$ cat src/rtl/vga_timing_gen.sv
// vga_timing_gen: 640x480@60 VGA raster timing generator.
// A clock divider produces a one-clk pix_en pulse every CLK_DIV clocks; on
// that pulse the column/line counters advance and the sync/bright decode is
// registered from the next counter values, so decode and counters always agree.
// Optional feature macro: VGA_FRAME_TICK_EN adds a frame_tick output that
// pulses at the start of vertical blanking.
module vga_timing_gen #(
    parameter int CLK_DIV  = 4,
    parameter int H_TOTAL  = 800,
    parameter int H_SYNC   = 96,
    parameter int H_BP     = 48,
    parameter int H_ACTIVE = 640,
    parameter int V_TOTAL  = 525,
    parameter int V_SYNC   = 2,
    parameter int V_BP     = 33,
    parameter int V_ACTIVE = 480
) (
    input  logic       clk,
    input  logic       reset,
    output logic       pix_en,
    output logic [9:0] hCount,
    output logic [9:0] vCount,
    output logic       bright,
    output logic       hSync,
    output logic       vSync
`ifdef VGA_FRAME_TICK_EN
    ,
    output logic       frame_tick
`endif
);

    localparam int DW = (CLK_DIV > 2) ? $clog2(CLK_DIV) : 1;

    localparam logic [DW-1:0] DIV_LAST = DW'(CLK_DIV - 1);
    localparam logic [9:0] H_LAST    = 10'(H_TOTAL - 1);
    localparam logic [9:0] V_LAST    = 10'(V_TOTAL - 1);
    localparam logic [9:0] H_SYNC_W  = 10'(H_SYNC);
    localparam logic [9:0] V_SYNC_W  = 10'(V_SYNC);
    localparam logic [9:0] H_VIS_LO  = 10'(H_SYNC + H_BP);
    localparam logic [9:0] H_VIS_HI  = 10'(H_SYNC + H_BP + H_ACTIVE);
    localparam logic [9:0] V_VIS_LO  = 10'(V_SYNC + V_BP);
    localparam logic [9:0] V_VIS_HI  = 10'(V_SYNC + V_BP + V_ACTIVE);

    logic [DW-1:0] div_q, div_d;
    logic          pix_en_q, pix_en_d;
    logic [9:0]    h_q, h_d;
    logic [9:0]    v_q, v_d;
    logic          hsync_q, hsync_d;
    logic          vsync_q, vsync_d;
    logic          bright_q, bright_d;
    logic          adv;

    // Next-state: divider, pixel advance, and decode from the next counters.
    always_comb begin
        adv      = (div_q == DIV_LAST);
        div_d    = adv ? '0 : div_q + 1'b1;
        pix_en_d = adv;
        h_d      = h_q;
        v_d      = v_q;
        if (adv) begin
            if (h_q == H_LAST) begin
                h_d = '0;
                v_d = (v_q == V_LAST) ? '0 : v_q + 10'd1;
            end else begin
                h_d = h_q + 10'd1;
            end
        end
        hsync_d  = !(h_d < H_SYNC_W);
        vsync_d  = !(v_d < V_SYNC_W);
        bright_d = (h_d >= H_VIS_LO) && (h_d < H_VIS_HI) &&
                   (v_d >= V_VIS_LO) && (v_d < V_VIS_HI);
    end

    // State registers; reset wins over a coincident advance.
    always_ff @(posedge clk) begin
        if (reset) begin
            div_q    <= '0;
            pix_en_q <= 1'b0;
            h_q      <= '0;
            v_q      <= '0;
            hsync_q  <= 1'b0;
            vsync_q  <= 1'b0;
            bright_q <= 1'b0;
        end else begin
            div_q    <= div_d;
            pix_en_q <= pix_en_d;
            h_q      <= h_d;
            v_q      <= v_d;
            hsync_q  <= hsync_d;
            vsync_q  <= vsync_d;
            bright_q <= bright_d;
        end
    end

    assign pix_en = pix_en_q;
    assign hCount = h_q;
    assign vCount = v_q;
    assign hSync  = hsync_q;
    assign vSync  = vsync_q;
    assign bright = bright_q;

`ifdef VGA_FRAME_TICK_EN
    logic frame_tick_q, frame_tick_d;

    // Start of vertical blanking: the advance that lands on (0, first blank line).
    always_comb begin
        frame_tick_d = adv && (h_d == '0) && (v_d == V_VIS_HI);
    end

    // Frame tick register.
    always_ff @(posedge clk) begin
        if (reset) frame_tick_q <= 1'b0;
        else       frame_tick_q <= frame_tick_d;
    end

    assign frame_tick = frame_tick_q;
`endif

endmodule
$ cat config.mk
export PLATFORM = sky130hd
export DESIGN_NAME = vga_timing_gen
export DESIGN_NICKNAME = d
export VERILOG_FILES = /design/src/rtl/vga_timing_gen.sv
export SDC_FILE = /design/constraint.sdc
export NUM_CORES = 1
export LEC_CHECK = 0
export BUFFER_PORTS_ARGS = -buffer_cell sky130_fd_sc_hd__clkbuf_2
export CAP_MARGIN = 20
export CELL_PAD_IN_SITES_DETAIL_PLACEMENT = 0
export CELL_PAD_IN_SITES_GLOBAL_PLACEMENT = 2
export CORE_MARGIN = 2
export CORE_UTILIZATION = 33
export DETAILED_ROUTE_END_ITERATION = 8
export MAX_ROUTING_LAYER = met4
export PLACE_DENSITY_LB_ADDON = 0.1
export SETUP_SLACK_MARGIN = 0.1
export SLEW_MARGIN = 25
export SYNTH_ARGS = -nofsm -noshare
export SYNTH_HDL_FRONTEND = slang
export SYNTH_SLANG_ARGS = --single-unit
$ cat constraint.sdc
create_clock -name clk -period 3 [get_ports clk]
set_clock_uncertainty 0.15 [all_clocks]
set_input_delay 0.15 -clock clk [delete_from_list [all_inputs] [get_ports clk]]
set_output_delay 0.15 -clock clk [all_outputs]
set_load 0.01 [all_outputs]
==> flow_metrics.py, run 1 <==
metrics = {
    "placed_design": {
        "portBuffers": 25,
        "dp_hpwl_um": 3290,
        "placed_area_mm2": 0.00183,
        "placed_cells": 282,
        "routabilityCongestion": 0.860,
        "dp_slack_ns": 0.385,
    },
    "drt": {
        "wl_per_cell_um": 15.4,
        "via_per_inst": 5.45,
        "wl_met2_um": 2200,
        "totalWireLength_um": 4410,
        "route.detailed.drc": 0,
        "ant_nets": 0,
        "num_vias": 1560,
        "top_layer": "met4",
        "drtIter0Drc": 121,
        "wl_met1_um": 2000,
        "first_pass_iters": 4,
        "dr_wl_met3_um": 135,
    },
    "timing": {
        "drv_slew": 0,
        "slew_headroom_pct": 62.5,
        "timing.final.crit_share_pct": 86.6,
        "worst-slew-pin-transition_ns": 0.562,
        "whs_ns": 0.279,
        "setup_violations": 0,
        "max_freq_mhz": 385,
        "final.setup.worst_slack_ns": 0.401,
        "fin_setup_tns_ns": 0,
        "hold_violations": 0,
        "finalCriticalPeriod_ns": 2.60,
        "rsz0062_at_grt": "no",
    },
    "logic_synthesis": {
        "synth_top_cell_by_area": "dfxtp_1",
        "synth-edff-count": 0,
        "ys_ff_latch": 26,
        "synth_top_area_share_pct": 31.6,
        "synth-async-reset-ratio_pct": 0,
        "postSynthCellCount": 198,
        "synth_seq_area_share_pct": 31.6,
        "syn_area_per_cell_um2": 8.32,
        "synthesis.area_mm2": 0.00165,
        "syn-num-nets": 204,
        "synthTopCellsByArea": "dfxtp_1, nor2_1, and4_1, a21oi_1, xor2_1",
        "synth.distinct_cells": 54,
        "ys_warn_count": 0,
        "ys.flop_type": "dfxtp_1",
    },
    "clock_network": {
        "cts_tree": "yes",
        "cts_setup_buffers": 0,
        "htree_levels": 1,
        "cts_sinks": 26,
        "holdBufCountCts": 0,
        "root_buffer": "clkbuf_8",
        "clk_pin_slew_ns": 0.09,
        "numCtsBuffers": 3,
        "cts_buffer_depth": 2,
        "cts.repair.resized": 0,
        "insertion_delay_ns": 0.27,
    },
    "hold_path": {
        "hold_class": "input port to flip-flop",
    },
    "floorplan": {
        "row_count": 25,
        "io_pins": 26,
        "coreArea_mm2": 0.00475,
        "dieArea_mm2": 0.00557,
        "fp.dieH_um": 74.6,
        "die_x_um": 74.6,
        "start_util_pct": 34.6,
    },
    "pwr": {
        "p_per_area_mw_per_mm2": 319,
        "ir_worst_vdd_mv": 0.162,
        "p_leak_nw": 0.727,
        "p_total_mw": 0.601,
    },
    "worst_setup_path": {
        "cp_max_fo": 9,
        "crit_arrival_ns": 2.62,
        "cp-start-kind": "flip-flop",
        "path_class": "flip-flop to flip-flop",
        "required_ns": 3.03,
        "end_kind": "flip-flop",
    },
    "finish": {
        "layout.nets": 226,
        "regArea_um2": 520,
        "syn_to_final_growth_pct": 14.6,
        "fillers": 517,
        "layout-drive-gt1-share_pct": 23.3,
        "diodes": 0,
        "final_common_cell": "dfxtp_1",
        "multiInputGateArea_mm2": 0.00103,
        "mostFrequentLayoutCells": "dfxtp_1, clkbuf_2, nor2_1, a21oi_1",
        "stdcell_count": 286,
        "fin_util_pct": 39.7,
        "fin_area_mm2": 0.00189,
    },
    "global_route": {
        "grt_pass1_wl_um": 7110,
        "grtUsageTotal_pct": 17.2,
        "grt-ovfl-total": 0,
        "grt_pass1_vias": 1404,
        "antenna_found_initial": 0,
        "grt_max_degree": 27,
    },
    "run": {
        "maxCapViolations": 0,
    },
    "run_status": {
        "outcome": "complete, no violations",
    },
}
-- path summary, 6_finish.rpt --
path | start | endpoint | slack (ns) | depth (start not counted)
setup / recovery | vCount[0] | bright | 0.40 | 8
hold / removal | reset | hCount[7] | 0.28 | 2
setup reg to reg | vCount[0] | bright | 0.40 | 8
hold reg to reg | div_q[0] | div_q[0] | 0.28 | 1
-- kinds of logic after synthesis --
group	after synthesis	share of synthesized area (%)
AOI/OAI and AO/OA	43	18.0
DFF	26	31.6
buffers and inverters	20	5.78
muxes	3	1.90
xor gates and xnor gates	10	5.32
and+or+nand+nor	92	34.3
adders and majority gates	4	3.04
-- power breakdown --
part           total [mW]  switching (mW)  internal, mW  leakage [nW]
Clock               0.230           0.112         0.117        0.0288
Sequential          0.353         0.00296         0.350         0.210
Combinational      0.0187          0.0116       0.00716         0.488
Total               0.601           0.127         0.474         0.727
-- area by class of cell --
type	instances	area share [%]
tap	67	4.44
sequential	26	27.6
clock buffer	4	2.92
multi-input combinational	152	54.6
timing repair buffer	32	9.42
inverter	5	0.995
-- flip-flops by register name, indices dropped and copies added, names as in the netlist --
register  flops
hCount       10
vCount       10
div_q         2
bright        1
hSync         1
pix_en        1
vSync         1
-- cell usage after synthesis (2+ instances only) --
master,instances
nand4_1,5
nand4b_1,2
clkbuf_1,8
a21oi_1,11
nand3b_1,2
xor2_1,6
a211oi_1,2
buf_2,4
nor2_1,21
mux2i_1,2
nor3_1,5
o21a_1,3
inv_1,5
ha_1,4
a31o_2,2
nand2_1,10
nand3_1,10
and2_1,5
xnor2_1,4
and4bb_2,2
o21ai_0,8
and3_2,2
and3_1,6
dfxtp_1,26
nor3b_1,3
buf_4,2
and4_1,7
nand2b_1,2
a31oi_1,4
-- critical path: stages, from the launching register on --
cell and delay [ns]:
dfxtp_1 0.46, inv_1 0.09, ha_1 0.21, and4bb_2 0.25
and3_1 0.27, nor2_1 0.20, a32oi_1 0.15, a311o_1 0.38
a2111oi_2 0.34
-- per-layer routing --
layer | track usage (%) | vias up
li1 | - | 779
met1 | 21.8 | 745
met2 | 27.8 | 30
met3 | 2.01 | 6
met4 | 7.14 | 0
met5 | - | -
Note: power is estimated with default switching activity, not from simulation.
==> inputs of run 2 (changes only) <==
ABC_AREA = 1   (was unset)
CORE_UTILIZATION = 29   (was 33)
==> run 2 against run 1 <==
- sequential power hardly changed
- critical path type unchanged
- final cell count is 16% higher
- largest power group unchanged
- clock-buffer cell count stayed put
- flip-flop and latch count stayed put
- clock power hardly changed
- critical path depth is 5 higher
==> flow_metrics.py, run 2 <==
metrics = {
    "run_status": {
        "outcome": "complete, no violations",
    },
    "finish": {
        "layout.nets": 270,
        "layout-drive-gt1-share_pct": 17.9,
        "stdcell_count": 333,
        "final_common_cell": "nand2_1",
        "syn_to_final_growth_pct": 15.8,
        "mostFrequentLayoutCells": "nand2_1, inv_1, nor2_1, dfxtp_1, clkbuf_2",
        "diodes": 0,
    },
    "logic_synthesis": {
        "syn-num-nets": 244,
        "synth-async-reset-ratio_pct": 0,
        "synthesis.area_mm2": 0.00153,
        "synth.distinct_cells": 25,
        "ys_warn_count": 0,
        "postSynthCellCount": 238,
        "synth.most_common_cell": "nand2_1",
        "synth_top_cell_by_area": "dfxtp_1",
        "synthTopCellsByCount": "nand2_1, inv_1, nor2_1, dfxtp_1, nand3_1",
        "synth_top_area_share_pct": 34.1,
        "synth-edff-count": 0,
        "ys.flop_type": "dfxtp_1",
        "synthTopCellsByArea": "dfxtp_1, nand2_1, inv_1, nor2_1, nand3_1",
        "synth_seq_area_share_pct": 34.1,
        "syn_area_per_cell_um2": 6.42,
        "ys_ff_latch": 26,
    },
    "drt": {
        "drtIter0Drc": 43,
        "dr_wl_met3_um": 77,
        "wl_met1_um": 1850,
        "via_per_inst": 4.44,
        "num_vias": 1477,
        "wl_met2_um": 1960,
        "first_pass_iters": 4,
        "top_layer": "met4",
        "ant_nets": 0,
        "route.detailed.drc": 0,
        "wl_per_cell_um": 11.8,
        "totalWireLength_um": 3930,
    },
    "pwr": {
        "p_per_area_mw_per_mm2": 339,
        "p_leak_nw": 0.918,
        "p_total_mw": 0.600,
        "ir_worst_vdd_mv": 0.154,
    },
    "global_route": {
        "antenna_found_initial": 0,
        "grt_max_degree": 24,
        "grt_pass1_vias": 1450,
        "grt_pass1_wl_um": 6870,
        "grt-ovfl-total": 0,
        "grtUsageTotal_pct": 15.1,
    },
    "timing": {
        "timing.final.crit_share_pct": 71.3,
        "rsz0062_at_grt": "no",
        "max_freq_mhz": 468,
        "worst-slew-pin-transition_ns": 0.508,
        "hold_violations": 0,
        "whs_ns": 0.250,
        "finalCriticalPeriod_ns": 2.14,
        "drv_slew": 0,
        "fin_setup_tns_ns": 0,
        "slew_headroom_pct": 66.1,
        "setup_violations": 0,
        "final.setup.worst_slack_ns": 0.861,
    },
    "clock_network": {
        "insertion_delay_ns": 0.27,
        "holdBufCountCts": 0,
        "cts.repair.resized": 0,
        "numCtsBuffers": 3,
        "cts_tree": "yes",
        "cts_buffer_depth": 2,
        "htree_levels": 1,
        "cts_sinks": 26,
        "clk_pin_slew_ns": 0.09,
        "cts_setup_buffers": 0,
        "root_buffer": "clkbuf_8",
    },
    "floorplan": {
        "fp.dieH_um": 76.6,
        "coreArea_mm2": 0.00511,
        "dieArea_mm2": 0.00586,
        "start_util_pct": 29.9,
        "die_x_um": 76.6,
        "row_count": 26,
        "io_pins": 26,
    },
    "worst_setup_path": {
        "r2r-end": "bright",
        "cp_max_fo": 10,
        "cp-start-kind": "flip-flop",
        "crit_arrival_ns": 2.20,
        "r2r_start": "div_q[0]",
        "worstSetupEndpoint": "bright",
        "r2r_setup_slack_ns": 0.86,
        "r2r_cells": 13,
        "path_class": "flip-flop to flip-flop",
        "end_kind": "flip-flop",
        "critPathMostFrequentCell": "nand2_1",
        "required_ns": 3.07,
        "critPathTopFamily": "simple AND/OR/NAND/NOR gates",
        "crit_path_cell_trace": "ha_1 -> nand2_1 -> nor2_4 -> nand2_1 -> nor2_1 -> nand3_1 -> nand3_1 -> nor2_1 -> nand2_1 -> nand2_1 -> nor2_1 -> nand2_1 -> nor2_1",
        "cp.depth": 13,
        "slowest_stage": "ha_1",
        "crit_start": "div_q[0]",
        "worst-path-buf-inv": 0,
        "slowest_delay_ns": 0.38,
    },
    "placed_design": {
        "placed_cells": 329,
        "routabilityCongestion": 0.761,
        "dp_slack_ns": 0.881,
        "dp_hpwl_um": 3130,
        "portBuffers": 25,
    },
    "run": {
        "maxCapViolations": 0,
    },
    "hold_path": {
        "hold_class": "input port to flip-flop",
    },
}
[run 2: cell types whose count changed in the layout (fill, tap and decap cells not counted), moves of 6 or more]
cell / previous run / this run
inv_1: 5 / 35
nand3_1: 10 / 19
buf_4: 7 / 0
nor2_2: 0 / 8
nand2_1: 10 / 70
a21oi_1: 11 / 4
and3_1: 6 / 0
nor2_1: 21 / 35
and4_1: 7 / 0
[run 2: how the worst min path moves through the flow]
stage / start / end / cells after the start / slack [ns]
after global routing: reset / vCount[1] / 2 / 0.27
after global placement: div_q[0] / div_q[0] / 1 / 0.26
after detailed placement: div_q[0] / div_q[0] / 1 / 0.26
after CTS: reset / vCount[1] / 2 / 0.25
after floorplan: reset / vCount[9] / 1 / 0.08
final: reset / vCount[1] / 2 / 0.25
[run 2: where the power goes]
| group | leakage [nW] | internal [mW] | switching [mW] |
|---|---|---|---|
| logic | 0.679 | 0.00556 | 0.0147 |
| registers | 0.210 | 0.350 | 0.00265 |
| clock network | 0.0288 | 0.117 | 0.110 |
| total | 0.918 | 0.473 | 0.127 |
[run 2: logic make-up after synthesis]
group | synth area share [%]
buf+inv | 10.6
simple gates | 46.4
compound gates | 4.59
xor+xnor | 1.15
fa+ha+maj | 3.28
flops | 34.1
[run 2: final cells by class]
| type | count | area (um2) |
|---|---|---|
| fillers | 597 | 3340 |
| multi-input cells | 172 | 846 |
| clock buffers | 4 | 55.1 |
| inverters | 36 | 135 |
| flip-flops and latches | 26 | 520 |
| well taps | 70 | 87.6 |
| repair buffers | 25 | 125 |
[run 2: metal layers]
layer | up-vias | GRT usage, %
li1 | 791 | -
met1 | 663 | 18.1
met2 | 18 | 26.4
met3 | 5 | 1.90
met4 | 0 | 4.36
met5 | - | -
[run 2: metrics by stage]
| stage | utilization, % | cell area [um2] |
|---|---|---|
| floorplan | - | 1530 |
| global placement | 33.6 | 1710 |
| detailed placement | 33.6 | 1710 |
| CTS | 34.6 | 1770 |
| global route | 34.6 | 1770 |
| finish | 34.6 | 1770 |
==> inputs of run 3 (changes only) <==
CORE_UTILIZATION = 26   (was 29)
clock period = 1.8 ns   (was 3 ns; I/O delays follow)
==> run 3 against run 2 <==
- the run now ends with negative setup slack left
- largest power group unchanged
- critical path depth decreased by 1
- final cell count increased by 19%
- fmax increased by 18%
- flip-flop and latch count unchanged
- via count increased by 16%
- global-route usage increased by 0.26 points
- wire length increased by 16%
- die area increased by 11%
- final area increased by 39%
- non-clock buffer count increased by 62
==> flow_metrics.py, run 3 (synthesized netlist as in run 2, its figures left out) <==
metrics = {
    "finish": {
        "fillers": 605,
        "diodes": 0,
        "fin_util_pct": 44.2,
        "final_common_cell": "nand2_1",
        "layout.nets": 332,
        "layout-drive-gt1-share_pct": 48.9,
        "syn_to_final_growth_pct": 61.1,
        "mostFrequentLayoutCells": "nand2_1, buf_4, inv_1, nor2_1, clkbuf_2",
    },
    "global_route": {
        "antenna_found_initial": 0,
        "grt-ovfl-total": 0,
        "grt_pass1_vias": 1592,
        "grtUsageTotal_pct": 15.3,
        "grt_pass1_wl_um": 7400,
        "grt_max_degree": 17,
    },
    "run_status": {
        "outcome": "finished with violations",
        "violations": "negative setup slack",
    },
    "clock_network": {
        "root_buffer": "clkbuf_8",
        "insertion_delay_ns": 0.27,
        "cts_buffer_depth": 2,
        "cts_tree": "yes",
        "htree_levels": 1,
        "cts_sinks": 26,
        "numCtsBuffers": 3,
        "clk_pin_slew_ns": 0.10,
    },
    "drt": {
        "route.detailed.drc": 0,
        "first_pass_iters": 4,
        "drtIter0Drc": 17,
        "ant_nets": 0,
        "via_per_inst": 4.33,
        "totalWireLength_um": 4570,
        "num_vias": 1718,
        "wl_per_cell_um": 11.5,
    },
    "timing": {
        "worst-slew-pin-transition_ns": 0.222,
        "rsz0062_at_grt": "yes",
        "max_freq_mhz": 551,
        "drv_slew": 0,
        "setup_violations": 1,
        "whs_ns": 0.283,
        "final.setup.worst_slack_ns": -0.0146,
        "finalCriticalPeriod_ns": 1.81,
        "timing.final.crit_share_pct": 101,
        "fin_setup_tns_ns": -0.0146,
        "slew_headroom_pct": 85.1,
        "hold_violations": 0,
    },
    "placed_design": {
        "portBuffers": 25,
        "routabilityCongestion": 0.826,
        "dp_slack_ns": -0.188,
        "dp_hpwl_um": 3670,
    },
    "floorplan": {
        "start_util_pct": 27.4,
        "io_pins": 26,
        "coreArea_mm2": 0.00557,
        "dieArea_mm2": 0.00651,
        "row_count": 27,
        "fp.dieH_um": 80.7,
        "die_x_um": 80.7,
    },
    "worst_setup_path": {
        "end_kind": "flip-flop",
        "cp_max_fo": 6,
        "path_class": "flip-flop to flip-flop",
        "required_ns": 1.83,
        "r2r_start": "hCount[0]",
        "r2r_setup_slack_ns": -0.01,
        "crit_arrival_ns": 1.85,
        "r2r-end": "bright",
        "r2r_cells": 12,
        "cp-start-kind": "flip-flop",
    },
    "pwr": {
        "p_leak_nw": 1.27,
        "p_per_area_mw_per_mm2": 420,
        "ir_worst_vdd_mv": 0.274,
    },
    "hold_path": {
        "hold_class": "flip-flop to flip-flop",
        "hold_start": "div_q[0]",
        "whs_path_depth": 1,
        "min_to": "div_q[0]",
    },
    "run": {
        "maxCapViolations": 0,
    },
}
[run 3: cell count changes in the layout (fill, tap and decap cells not counted), sizes merged]
cell | previous run | this run
buf | 0 | 61
dlygate4sd3 | 0 | 1
[run 3: worst max-delay path: stages, from the launching register on]
cell and delay, ns:
dfxtp_2 0.36, ha_4 0.14, buf_6 0.10, nand2_4 0.06, nor2_8 0.19, buf_6 0.13, nand4_4 0.07, nor2_2 0.13
nor2_2 0.06, nor2_1 0.16, nand2_1 0.07, nand2_1 0.06, nor2_1 0.04
[run 3: repair_timing]
action                                 in CTS  in global routing
resized for setup                          28                 31
pin swaps                                  16                 10
setup endpoints to repair                   5                 12
endpoints found under the hold margin       4                  0
setup buffers                               6                  4
hold buffers                                1                  0
[run 3: worst max-delay path by stage]
stage	slack (ns)	end	start	cells after the start
3_5_place_dp	-0.19	bright	div_q[0]	13
2_1_floorplan	0.09	bright	hCount[7]	14
4_1_cts	-0.06	bright	vCount[0]	14
5_1_grt	-0.20	bright	hCount[4]	12
6_report	-0.01	bright	hCount[0]	12
3_3_place_gp	-0.23	bright	div_q[0]	14
[run 3: cell type report]
cell class                      count  area [um2]  area share (%)
Clock buffer                        4        55.1            2.24
Tap cell                           72        90.1            3.66
Inverter                           36         138            5.59
Multi-Input combinational cell    172        1020            41.5
Timing Repair Buffer               87         621            25.2
Sequential cell                    26         536            21.8
[run 3: power by group]
part | switching, mW | internal (mW) | leakage [nW]
registers | 0.00683 | 0.583 | 0.215
clock network | 0.193 | 0.196 | 0.0288
logic | 0.0311 | 0.0235 | 1.03
total | 0.231 | 0.802 | 1.27
[run 3: routing by layer]
metal  vias to the layer above  global-route usage, %  routed length [um]
li1                        915                      -                   -
met1                       787                   18.2                2080
met2                        14                   27.4                2380
met3                         2                   2.02                  80
met4                         0                   3.56                  31
met5                         -                      -                   0
[run 3: per-stage QoR]
step | cells | cell area (um2) | power, mW
2_1_floorplan | 238 | 1570 | 0.627
3_3_place_gp | 382 | 2140 | 0.646
3_5_place_dp | 382 | 2140 | 0.648
4_1_cts | 393 | 2320 | 1.06
5_1_grt | 397 | 2460 | 1.08
6_report | 397 | 2460 | 1.03
